==> config.mk <==
export PLATFORM = sky130hd
export DESIGN_NAME = booth_mult_sequencer
export DESIGN_NICKNAME = d
export VERILOG_FILES = /design/src/rtl/booth_mult_pkg.sv /design/src/rtl/mult_iter_cnt.sv /design/src/rtl/booth_mult_sequencer.sv
export SDC_FILE = /design/constraint.sdc
export NUM_CORES = 1
export LEC_CHECK = 0
export ABC_AREA = 1
export CAP_MARGIN = 20
export CELL_PAD_IN_SITES_DETAIL_PLACEMENT = 1
export CELL_PAD_IN_SITES_GLOBAL_PLACEMENT = 1
export CORE_ASPECT_RATIO = 0.9
export CORE_MARGIN = 2
export CORE_UTILIZATION = 32
export CTS_BUF_LIST = sky130_fd_sc_hd__clkbuf_2 sky130_fd_sc_hd__clkbuf_4 sky130_fd_sc_hd__clkbuf_8
export CTS_CLUSTER_SIZE = 14
export DETAILED_ROUTE_END_ITERATION = 16
export GPL_TIMING_DRIVEN = 1
export HOLD_SLACK_MARGIN = 0.05
export PLACE_DENSITY_LB_ADDON = 0.1
export SETUP_SLACK_MARGIN = 0.05
export SLEW_MARGIN = 20
export SYNTH_ARGS = -nofsm -noshare
export SYNTH_HDL_FRONTEND = slang
export SYNTH_HIERARCHICAL = 1
export SYNTH_SLANG_ARGS = --single-unit
==> constraint.sdc <==
create_clock -name Clk -period 1.91 [get_ports Clk]
set_input_delay 0.573 -clock Clk [delete_from_list [all_inputs] [get_ports Clk]]
set_output_delay 0.573 -clock Clk [all_outputs]
set_load 0.01 [all_outputs]
==> src/rtl/booth_mult_pkg.sv <==
// booth_mult_pkg: shared state/op types and the radix-2 Booth pair decoder
package booth_mult_pkg;

    typedef enum logic [1:0] {IDLE, ADD, SHIFT, HOLD} state_t;
    typedef enum logic [1:0] {NOP, ADDOP, SUBOP} booth_op_t;

    function automatic booth_op_t booth_decode(input logic q0, input logic qm1);
        return (q0 == qm1) ? NOP : (q0 ? SUBOP : ADDOP);
    endfunction

endpackage

==> src/rtl/mult_iter_cnt.sv <==
// mult_iter_cnt: Booth iteration counter with clear, enable and terminal count at WIDTH-1
module mult_iter_cnt #(
    parameter int WIDTH = 8
) (
    input  logic Clk,
    input  logic Reset,
    input  logic clr,
    input  logic en,
    output logic tc
);

    localparam int CW = $clog2(WIDTH);

    logic [CW-1:0] cnt;

    always_ff @(posedge Clk or negedge Reset) begin
        if (!Reset)
            cnt <= '0;
        else if (clr)
            cnt <= '0;
        else if (en)
            cnt <= cnt + 1'b1;
    end

    assign tc = cnt == CW'(WIDTH - 1);

endmodule

==> src/rtl/booth_mult_sequencer.sv <==
// booth_mult_sequencer: radix-2 Booth control FSM driving the A/B/X add-shift datapath
module booth_mult_sequencer
    import booth_mult_pkg::*;
#(
    parameter int WIDTH = 8
) (
    input  logic Clk,
    input  logic Reset,
    input  logic Run,
    input  logic ClearA_LoadB,
    input  logic Q0,
    output logic ClearA,
    output logic LoadA,
    output logic ShiftA,
    output logic LoadB,
    output logic ShiftB,
    output logic ClearX,
    output logic LoadX,
    output logic ShiftX,
    output logic Sub_Add,
    output logic Busy,
    output logic Done
);

    state_t    state, state_nxt;
    booth_op_t op;
    logic      qm1, tc, start;

    assign start = (state == IDLE) && Run;
    assign op    = booth_decode(Q0, qm1);

    always_ff @(posedge Clk or negedge Reset) begin
        if (!Reset) begin
            state <= IDLE;
            qm1   <= 1'b0;
        end else begin
            state <= state_nxt;
            qm1   <= start ? 1'b0 : (state == SHIFT) ? Q0 : qm1;
        end
    end

    mult_iter_cnt #(.WIDTH(WIDTH)) u_cnt (
        .Clk   (Clk),
        .Reset (Reset),
        .clr   (start),
        .en    (state == SHIFT),
        .tc    (tc)
    );

    always_comb begin
        state_nxt = state;
        ClearA    = 1'b0;
        LoadA     = 1'b0;
        ShiftA    = 1'b0;
        LoadB     = 1'b0;
        ShiftB    = 1'b0;
        ClearX    = 1'b0;
        LoadX     = 1'b0;
        ShiftX    = 1'b0;
        Sub_Add   = 1'b0;
        Busy      = (state == ADD) || (state == SHIFT);
        Done      = state == HOLD;
        case (state)
            IDLE: begin
                state_nxt = Run ? ADD : IDLE;
                ClearA    = Run | ClearA_LoadB;
                ClearX    = Run | ClearA_LoadB;
                LoadB     = !Run && ClearA_LoadB;
            end
            ADD: begin
                state_nxt = SHIFT;
                LoadA     = op != NOP;
                LoadX     = op != NOP;
                Sub_Add   = op == SUBOP;
            end
            SHIFT: begin
                state_nxt = tc ? HOLD : ADD;
                ShiftA    = 1'b1;
                ShiftB    = 1'b1;
                ShiftX    = 1'b1;
            end
            HOLD: state_nxt = Run ? HOLD : IDLE;
        endcase
        // Reset is asynchronous, so the outputs must drop with it rather than wait for the state flop.
        if (!Reset) begin
            ClearA  = 1'b0;
            LoadA   = 1'b0;
            ShiftA  = 1'b0;
            LoadB   = 1'b0;
            ShiftB  = 1'b0;
            ClearX  = 1'b0;
            LoadX   = 1'b0;
            ShiftX  = 1'b0;
            Sub_Add = 1'b0;
            Busy    = 1'b0;
            Done    = 1'b0;
        end
    end

endmodule

Yosys cells after proc, flatten, opt, wreduce, memory -nomap -nowiden
Cells that the tools add are included.
Cells by class
  add/sub/neg operators: 1
  eq/ne operators: 6
  mux-type cells: 22
  bitwise operators: 1
  reductions and logical operators: 7
Operators with widths (count)
  1-bit two-way mux: 15
  2-bit two-way mux: 4
  2-bit case mux with 4 select lines: 1
  2-bit equality test, second input constant: 3
  3-bit two-way mux: 2
  2-bit nonzero test: 2
  3-bit by 1-bit adder with 3-bit output, second input constant: 1
  3-bit equality test, second input constant: 1
  2-bit by 1-bit equality test with 1-bit output, second input constant: 1
  1-bit logical AND: 2
  2-bit zero test: 1
  1-bit equality test: 1
  1-bit zero test: 1
  1-bit logical OR: 1
  1-bit bitwise OR: 1
Storage, ports and cells
  register bits: 6
  input bits: 5
  output and inout bits: 11
  logic and storage cells: 40

Logic depth before layout (Yosys ltp)
  depth in word-level cells: 5
  depth in mapped cells: 7
  gate-level depth less buffers: 7

By module
The synthesis kept the hierarchy.
Modules (own cells, without submodules)
  booth_mult_sequencer: instances 1, cells an instance 47, area each 327.8 µm², seq. area each 75.1 µm²
  mult_iter_cnt: instances 1, cells an instance 17, area each 151.4 µm², seq. area each 75.1 µm²

Least setup slack after synthesis
OpenSTA, ideal clock, no wires.
  path type: input port to output port
  start point: in Q0
  end point: out LoadX
  arrival: 1221 ps
  slack: 116 ps
  stages: 3
  buffers on the path: 1
  path through: ha_1 -> nor2_1 -> buf_4
Between the ends
  longest elaborated chain between the ends: 5
  elaborated cells between the ends (all ways): 6
RTL lines
  start: declaration: RTL line booth_mult_sequencer.sv:11  | input logic Q0,
  2-bit two-way mux or 1-bit equality test (tied branches): RTL line booth_mult_pkg.sv:8  | return (q0 == qm1) ? NOP : (q0 ? SUBOP : ADDOP);
  2-bit two-way mux (*): RTL line booth_mult_pkg.sv:8
  2-bit nonzero test (*)
  1-bit two-way mux (*) (2 in series)
  end: declaration: RTL line booth_mult_sequencer.sv:18  | output logic LoadX,
Mark *: on every way between the ends. The rest lies on a longest branch, timed or not.

Worst setup path after layout
  start point: reg state[0]
  end point: out Sub_Add
Between the ends
  longest elaborated chain between the ends: 3
RTL lines
  start: declaration: RTL line booth_mult_sequencer.sv:25  | state_t state, state_nxt;
  start signal: assignment: RTL line booth_mult_sequencer.sv:37  | state <= state_nxt;
  2-bit by 1-bit equality test with 1-bit output: RTL line booth_mult_sequencer.sv:63  | case (state)
  1-bit two-way mux: RTL line booth_mult_sequencer.sv:63
  1-bit two-way mux: RTL line booth_mult_sequencer.sv:85  | if (!Reset) begin
  end: declaration: RTL line booth_mult_sequencer.sv:20  | output logic Sub_Add,
Every way passes these cells.

==> summary.txt <==
Floorplanning
  • Core area: 1431 µm²
  • # IOs: 16
  • FP Rows: 13
  • Die Ht: 40.71 µm
  • Die W: 44.79 µm
  • Initial core utilization: 33.48%
  • Die Area: 1823 µm²

Routing
  • WL/cell: 10.82 µm
  • DR iter-0 viols: 3
  • Routed vias: 463
  • DRC: 0
  • Post-route antenna net violation count: 0
  • First drt pass iteration count: 2
  • Final WL: 1147 µm
  • Vias/cell: 4.368

Yosys
  • Top cells by count, synth: nand2_1, inv_1, ha_1, nor2_1, dfrtp_1
  • Post-synth cell types: 11
  • Share of the synthesized area in the top cell type: 31.33%
  • Synth Flop Type: dfrtp_1
  • EDFF count, synth: 0
  • Ranking of synthesized cells by area: dfrtp_1, ha_1, nand2_1
  • Mapped cell area: 479.2 µm²
  • Synth Instances: 64
  • Synth Net Count: 78
  • Area leader, netlist: dfrtp_1
  • Sequential cell area fraction in the yosys report: 31.33%
  • Seq cells post-synth: 6
  • Syn avg cell area: 7.488 µm²
  • Ys Warns: 6
  • Count leader, synth: nand2_1
  • Ys async rst share: 100.0%

Setup path
  • Crit-path max cell delay: 0.38 ns
  • Startpoint Class: flop
  • Data arrival, critical path: 1.21 ns
  • Slowest CP cell: dfrtp_1
  • Crit Path Class: reg -> out
  • Worst Setup End Kind: output port
  • Delay-heaviest family, CP: flip-flops
  • Critical path peak fanout: 3
  • CP required: 1.34 ns
  • Worst Path Buf+Inv: 2
  • CP Cell Sequence: buf_4 -> ha_1 -> nand2_2 -> nor2_1 -> buf_2

Run
  • Max-cap violations: 0

Outcome
  • Status: finished clean

Place
  • DPL Wire Length: 977.6 µm
  • GPL Wtd Cong: 0.6987
  • Port bufs: 15
  • DP Area: 700.7 µm²
  • Dpl ws: -0.6383 ns

Worst hold path
  • Hold WC Path Type: in -> async

Final layout
  • Ant diodes: 0
  • Fin nets: 107
  • Share of post-route cells with drive strength above 1: 43.96%
  • Area Growth Syn to Fin: 46.48%
  • Fin area: 701.9 µm²

Global route
  • Vias in the first global route: 444
  • First-pass GRT wire length: 1766 µm
  • Met2 global-route usage: 26.81%
  • Met1 Track Usage GR: 14.96%
  • Total track usage: 14.29%
  • Remaining Overflow, GRT: 0
  • Initial antenna violation count: 0
  • Grt met3 use: 5.727%
  • Top Usage Layer GRT: met2
  • Largest net degree at the start of global routing: 8

Power
  • Switching share of power: 41.70%
  • Pleak: 0.4379 nW
  • Share of total power in combinational logic: 63.4%
  • Clock Power Share: 13.2%
  • Switch Pwr: 374.5 µW
  • VDD IR max: 0.5074 mV
  • Power Dens Cells: 1280 nW/µm²
  • Int Pwr: 523.7 µW
  • Overall power: 898.1 µW
  • Sequential power share: 23.4%

CTS
  • CTS tree: yes
  • Insertion delay to the later sink of the worst-skew pair: 0.25 ns
  • Clk root buf: clkbuf_4
  • Num CTS Buffers: 3
  • Worst-path clk slew: 0.05 ns
  • Longest Clk Path Bufs: 2
  • Hold-fix buffers, CTS: 0
  • H-tree Lvls: 1
  • Clock Sink Count: 6

STA
  • Final setup viols: 0
  • Final worst path period share: 93.22%
  • Fmax achieved: 561.6 MHz
  • RSZ-0062 raised after global routing: true
  • Hold WS: 0.2695 ns
  • Worst Tran Pin Value: 0.2548 ns
  • Tmin final: 1.781 ns
  • Worst clock skew: 0.01028 ns
  • Worst setup margin: 0.1294 ns
  • Endpoints failing hold: 0
  • Normalized max-slew margin: 83.01%
  • Final Max Tran Viols: 0
## layout by cell type, fill, tap and decap left out
| cell | netlist | routed |
|---|---|---|
| a21oi_1 | 1 | 1 |
| buf_2 | 0 | 11 |
| buf_4 | 4 | 12 |
| buf_6 | 0 | 1 |
| clkbuf_2 | 0 | 2 |
| clkbuf_4 | 0 | 3 |
| dfrtp_1 | 6 | 6 |
| dlygate4sd2_1 | 0 | 2 |
| ha_1 | 9 | 6 |
| ha_2 | 0 | 2 |
| ha_4 | 0 | 1 |
| inv_1 | 12 | 10 |
| inv_2 | 0 | 2 |
| nand2_1 | 18 | 16 |
| nand2_2 | 0 | 2 |
| nand3_1 | 3 | 3 |
| nor2_1 | 8 | 6 |
| nor2_2 | 1 | 3 |
| nor3b_2 | 1 | 1 |
| o21ai_0 | 1 | 1 |
## stage by stage
step | util, % | setup TNS, ns | std cells
floorplan | - | 0 | 64
global placement | 48.95 | -6.279 | 101
detailed placement | 48.95 | -6.564 | 101
CTS | 48.69 | 0 | 105
global route | 49.04 | 0 | 106
finish | 49.04 | 0 | 106
## flip-flops by register name (all words and copies together), names as in the netlist
name / count
qm1: 1
state: 2
u_cnt/cnt: 3
## kinds of logic (layout without fill, tap and decap cells)
family / count (synthesis) / in the layout / synth area share, %
adders and majority gates: 9 / 9 / 23.50
buffers and inverters: 16 / 43 / 15.67
DFF: 6 / 6 / 31.33
AOI/OAI and AO/OA: 2 / 2 / 2.087
and+or+nand+nor: 31 / 31 / 27.41
## final timing paths
| check | from | end | slack [ns] | depth (start not counted) |
|---|---|---|---|---|
| worst min-delay path | Reset | u_cnt/cnt[0] | 0.27 | 2 |
| worst max register to register | state[0] | qm1 | 0.59 | 6 |
| worst min register to register | u_cnt/cnt[2] | u_cnt/cnt[2] | 0.48 | 2 |
| max in group asynchronous | Reset | u_cnt/cnt[2] | 1.42 | 3 |
| worst max-delay path | state[0] | Sub_Add | 0.13 | 5 |
| min in group Clk | u_cnt/cnt[2] | u_cnt/cnt[2] | 0.48 | 2 |
## power groups by stage
stage / registers (mW) / clock network [mW] / logic, mW
CTS: 0.210 / 0.122 / 0.539
detailed placement: 0.209 / 0 / 0.554
global placement: 0.205 / 0 / 0.531
floorplan: 0.210 / 0 / 0.290
global route: 0.216 / 0.131 / 0.642
finish: 0.210 / 0.118 / 0.569
## metal layers
layer | routed length, µm | vias to the layer above | share of wire [%]
li1 | - | 243 | -
met1 | 489 | 206 | 43
met2 | 568 | 12 | 50
met3 | 84 | 2 | 7.3
met4 | 5 | 0 | 0.44
met5 | 0 | - | 0
## repair_timing
item                                    CTS  global route
pin swaps                                 3             3
gates cloned                              0             0
gates resized for setup                  51            12
setup buffers                             1             1
endpoints found under the setup margin   11             9
## worst register-to-register path: stages, from the launching register on
cell	delay (ns)
dfrtp_1	0.35
inv_2	0.07
buf_4	0.13
buf_4	0.13
ha_1	0.28
o21ai_0	0.20
nor2_1	0.07
## layout make-up
class | instances | area, µm²
inverters | 12 | 45.04
well taps | 15 | 18.77
flip-flops and latches | 6 | 150.1
fillers | 193 | 729.5
multi-input cells | 42 | 281.5
clock buffers | 3 | 22.52
repair buffers | 28 | 183.9
Note: power is estimated with default switching activity, not from simulation.
